$ cat config.mk
export PLATFORM = sky130hd
export DESIGN_NAME = pc_sequencer
export DESIGN_NICKNAME = d
export VERILOG_FILES = /design/src/rtl/pc_sequencer.sv
export SDC_FILE = /design/constraint.sdc
export NUM_CORES = 1
export LEC_CHECK = 0
export CORE_AREA = 2 2 48 50
export CTS_CLUSTER_SIZE = 40
export DETAILED_ROUTE_END_ITERATION = 10
export DIE_AREA = 0 0 50 52
export PLACE_DENSITY_LB_ADDON = 0.15
export RECOVER_POWER = 100
export SLEW_MARGIN = 20
export SYNTH_ARGS = -nofsm -noshare
export SYNTH_HDL_FRONTEND = slang
export SYNTH_SLANG_ARGS = --single-unit
$ cat constraint.sdc
create_clock -name clk -period 4.78 [get_ports clk]
set_input_delay 1.195 -clock clk [delete_from_list [all_inputs] [get_ports clk]]
set_output_delay 1.195 -clock clk [all_outputs]
set_load 0.1 [all_outputs]
$ cat src/rtl/pc_sequencer.sv
// Parametrised program counter with INC/JUMP/BRANCH and an optional CALL/RET
// return-address stack, enabled by defining PC_STACK_EN.
module pc_sequencer #(
   parameter int unsigned ADDR_W      = 8,
   parameter int unsigned STACK_DEPTH = 4,
   parameter int unsigned RESET_ADDR  = 0,
   localparam int unsigned DEPTH_W    = $clog2(STACK_DEPTH + 1)
) (
   input  logic               clk,
   input  logic               rst,
   input  logic               pc_enable,
   input  logic [2:0]         cmd,
   input  logic [ADDR_W-1:0]  target,
   output logic [ADDR_W-1:0]  count,
   output logic [DEPTH_W-1:0] depth,
   output logic               stack_empty,
   output logic               stack_full,
   output logic               stack_err
);

   localparam logic [2:0] CMD_INC    = 3'b000;
   localparam logic [2:0] CMD_JUMP   = 3'b001;
   localparam logic [2:0] CMD_BRANCH = 3'b010;
   localparam logic [2:0] CMD_CALL   = 3'b011;
   localparam logic [2:0] CMD_RET    = 3'b100;

   logic [ADDR_W-1:0] count_reg;
   logic [ADDR_W-1:0] count_next;
   logic [ADDR_W-1:0] count_inc;

   assign count_inc = count_reg + ADDR_W'(1);
   assign count     = count_reg;

`ifdef PC_STACK_EN
   localparam int unsigned IDX_W = (STACK_DEPTH > 1) ? $clog2(STACK_DEPTH) : 1;

   logic [DEPTH_W-1:0] depth_reg;
   logic [DEPTH_W-1:0] depth_next;
   logic               err_reg;
   logic               err_next;
   logic               push;
   logic               full;
   logic               empty;
   logic [IDX_W-1:0]   wr_idx;
   logic [IDX_W-1:0]   rd_idx;
   logic [ADDR_W-1:0]  top;
   logic [ADDR_W-1:0]  stack_mem [STACK_DEPTH];

   assign full   = (depth_reg == DEPTH_W'(STACK_DEPTH));
   assign empty  = (depth_reg == '0);
   assign wr_idx = IDX_W'(depth_reg);
   // Top-of-stack read is asynchronous so a RET lands in a single cycle.
   assign rd_idx = IDX_W'(depth_reg - DEPTH_W'(1));
   assign top    = stack_mem[rd_idx];

   always_comb begin
      count_next = count_inc;
      depth_next = depth_reg;
      err_next   = err_reg;
      push       = 1'b0;
      case (cmd)
         CMD_JUMP:   count_next = target;
         CMD_BRANCH: count_next = count_reg + target;
         CMD_CALL: begin
            if (!full) begin
               push       = 1'b1;
               count_next = target;
               depth_next = depth_reg + DEPTH_W'(1);
            end else begin
               err_next = 1'b1;
            end
         end
         CMD_RET: begin
            if (!empty) begin
               count_next = top;
               depth_next = depth_reg - DEPTH_W'(1);
            end else begin
               err_next = 1'b1;
            end
         end
         default:    count_next = count_inc;
      endcase
   end

   always_ff @(posedge clk) begin
      if (!rst && pc_enable && push) begin
         stack_mem[wr_idx] <= count_inc;
      end
   end

   always_ff @(posedge clk) begin
      if (rst) begin
         count_reg <= ADDR_W'(RESET_ADDR);
         depth_reg <= '0;
         err_reg   <= 1'b0;
      end else if (pc_enable) begin
         count_reg <= count_next;
         depth_reg <= depth_next;
         err_reg   <= err_next;
      end
   end

   assign depth       = depth_reg;
   assign stack_empty = empty;
   assign stack_full  = full;
   assign stack_err   = err_reg;
`else
   // Without the stack, CALL degenerates to JUMP and RET to INC.
   always_comb begin
      count_next = count_inc;
      case (cmd)
         CMD_JUMP:   count_next = target;
         CMD_BRANCH: count_next = count_reg + target;
         CMD_CALL:   count_next = target;
         CMD_RET:    count_next = count_inc;
         CMD_INC:    count_next = count_inc;
         default:    count_next = count_inc;
      endcase
   end

   always_ff @(posedge clk) begin
      if (rst) begin
         count_reg <= ADDR_W'(RESET_ADDR);
      end else if (pc_enable) begin
         count_reg <= count_next;
      end
   end

   assign depth       = '0;
   assign stack_empty = 1'b1;
   assign stack_full  = 1'b0;
   assign stack_err   = 1'b0;
`endif

endmodule

==> impl_results.md <==
* Status: completed
* Commonest cells after routing, fill and taps aside: 12 x clkdlybuf4s50_1, 10 x nor2_1, 9 x dlygate4sd3_1, 8 x dfxtp_1
* Worst setup SP type: input pin
* Combinational power share at 0.483
* Placer Congestion at 0.775
* N_diodes at 0
* Max Cap Viol at 0
* Placed insts at 144
* Worst path bufs/invs at 2
* Setup Buffers After CTS at 0
* Reg power frac at 0.305
* Cell Chain, Critical Path: dlygate4sd3_1 > nor3b_4 > nand2_1 > inv_1 > ha_1 > a211oi_1 > nor2_1 > or4_1 > a32oi_1 > a211oi_1
* Worst endpoint data arrival time at 3.67 ns
* Critical path's top delay family: simple AND/OR/NAND/NOR gates
* First-pass GRT wire length at 2.90 mm
* Clock Latency Late Sink at 0.26 ns
* Synth Area in XOR/XNOR at 0.0220
* Fin. max-slew vios at 0
* Critical Path Most Common Cell: a211oi_1
* R2R setup slack at 2.91 ns
* Switching Share at 0.456
* First-pass iteration count of the detailed router at 4
* Hold_sp: count[6]
* Setup ws final at 1.22 ns
* Post-synthesis cell type count at 38
* Non-filler instance count after layout at 147
* Crit path from: cmd[0]
* Post-DP Area at 996 um^2
* Clock share of power at 0.212
* Post-Synthesis Cell Area at between 700 and 800 um^2
* Initial Utilization at 0.378
* Largest net degree at the start of global routing at 20
* Setup Slack @ Placement at ~1.1 ns
* Worst Reg-to-Reg Cells at 8
* Register area share after synthesis at 0.201
* Post-route setup TNS at 0 ns
* CP Capture Type: register
* Commonest non-fill, non-tap cell in the layout: clkdlybuf4s50_1
* Leakage power at 0.432 nW
* Layout area overhead at 27.2%
* Largest family of logic cells by synthesized area: compound AO/OA/AOI/OAI gates
* Core area at about 2100 um^2
* Slew @ Worst Pin at around 0.97 ns
* Cts bufs inserted at 3
* FP Rows at 17
* Post-route cell area at about 1000 um^2
* P per Cell Area at between 200 and 250 nW/um^2
* DRT iter0 DRCs at 3
* Vias in the first global route at approximately 680
* Max clock buf depth at 2
* Fin util at 0.481
* Worst hold path endpoint: count[6]
* Worst-path clk slew at 0.05 ns
* Min-delay worst type: reg -> reg
* Ys Warns at 0
* Final hold violation count at 0
* Clock root buffer: clkbuf_4
* F_max at between 0.2 and 0.3 GHz
* Worst Path Required at 4.89 ns
* Hpwl dp at 1.31 mm
* Final nets at 143
* Compound-cell area share of the yosys netlist at 0.270
* Highest cell delay on the worst timing path at 0.59 ns
* CTS Hold Buffers Added at 0
* Max Fanout on Critical Path at 8
* PortBufs at 21
* Setup CP Type: in -> reg
* Adder-cell share of the synthesized area at 0.135
* Fin crit share at 0.745
* Initial antenna violation count at 0
* Mux share of post-synthesis cell area at 0
* Die X at 50 um
* Clk sink count at 8
* Avg Vias per Cell at 5.20
* FILL cells at 216
* Die height at 52 um
* Pint at 136 uW
* TritonCTS clock tree: done
* Fin Clk Skew at ~0.003 ns
* R2r startpoint: count[0]
* R2r endpoint: count[4]
* Global Route Usage Sum at 0.142
* Number of flip-flops in the largest register at 8
* Number of routed nets with antenna violations at 0
* Post-synthesis average cell area at 7.89 um^2
* Via count at 765
* Htree depth at 1
* Final WL at 1.67 mm
* Post-synthesis simple-gate area fraction at 0.267
* Post-synthesis register bit count at 8
* Layout cells sized above 1 at 0.0420
* Worst VDD drop at roughly 0.13 mV
* Wire per inst at around 11 um
* Gr ovfl total at 0
* Endpoints failing setup at 0
* Synth Instances at 101
* Max-slew headroom at 0.348
* Min cycle time layout at 3.56 ns
* RSZ-0062 raised after global routing: false
* Worst path slowest cell: dlygate4sd3_1
* Die area at 2600 um^2
* Drt drc at 0
* Ports at 28
* NetSw at approximately 110 uW
* Post_cts resized at 0
* Hold depth at 2
[cell usage after synthesis (all sizes together)]
master / count / area [um^2]
o311a: 1 / 10.0
a21oi: 5 / 25.0
a32oi: 1 / 8.76
fa: 1 / 20.0
xnor2: 2 / 17.5
a41o: 1 / 10.0
conb: 2 / 7.51
nor2: 10 / 37.5
nand2: 7 / 26.3
ha: 7 / 87.6
o211ai: 2 / 15.0
a41oi: 1 / 8.76
buf: 8 / 53.8
or4: 1 / 7.51
o311ai: 2 / 17.5
inv: 4 / 15.0
nor3: 5 / 25.0
a211oi: 6 / 50.1
and3: 1 / 6.26
nand2b: 3 / 18.8
nor2b: 3 / 26.3
clkbuf: 2 / 7.51
o21ai: 3 / 15.0
or4b: 1 / 10.0
a21o: 1 / 7.51
and2: 5 / 31.3
dfxtp: 8 / 160
a22oi: 1 / 7.51
o31a: 1 / 8.76
a311oi: 1 / 8.76
nand3: 1 / 5.00
o21a: 3 / 22.5
nor3b: 1 / 18.8
[layer usage]
| layer | vias up | global-route usage | wire (um) |
|---|---|---|---|
| met3 | 2 | 0.0460 | 77 |
| met1 | 346 | 0.173 | 758 |
| met2 | 19 | 0.243 | 821 |
| met5 | - | 0 | 0 |
| met4 | 0 | 0.0278 | 10 |
| li1 | 398 | - | - |
[power by group through the flow]
stage | clock (mW) | combinational (mW) | sequential (mW)
after global routing | 0.0599 | 0.129 | 0.0769
after floorplan | 0 | 0.0625 | 0.114
after detailed placement | 0 | 0.124 | 0.0778
after global placement | 0 | 0.123 | 0.0777
final | 0.0528 | 0.121 | 0.0761
after CTS | 0.0562 | 0.124 | 0.0764
[worst min-delay path, delay by kind of cell, from the launching register on]
family / cells / cell delay, ns
DFF: 1 / 0.32
and+or+nand+nor: 2 / 0.13
[layout make-up]
cell class | count | area, um^2 | area share
Clock buffer | 3 | 22.5 | 0.0222
Inverter | 4 | 15.0 | 0.0148
Multi-Input combinational cell | 83 | 571 | 0.563
Sequential cell | 8 | 160 | 0.158
Tap cell | 28 | 35.0 | 0.0346
Timing Repair Buffer | 21 | 210 | 0.207
[through the flow]
step / hold slack, ns / power [mW]
after floorplan: 0.931 / 0.177
after global placement: 0.489 / 0.200
after detailed placement: 0.503 / 0.201
after CTS: 0.510 / 0.257
after global routing: 0.539 / 0.266
final: 0.500 / 0.249
[cells by family (layout without fill, tap and decap cells)]
| group | Yosys count | after routing |
|---|---|---|
| other | 2 | 6 |
| buffers and inverters | 14 | 28 |
| DFF | 8 | 8 |
| AOI/OAI and AO/OA | 29 | 29 |
| adders and majority gates | 8 | 8 |
| and+or+nand+nor | 38 | 38 |
| xor gates and xnor gates | 2 | 2 |
[worst max-delay path by stage]
stage	slack (ns)	cells past startpoint	to
after floorplan	1.82	9	count[5]
after global placement	1.14	10	count[5]
after detailed placement	1.08	10	count[5]
after CTS	1.34	10	count[5]
after global routing	1.02	10	count[5]
final	1.22	10	count[5]
(Power assumes the default switching activity.)
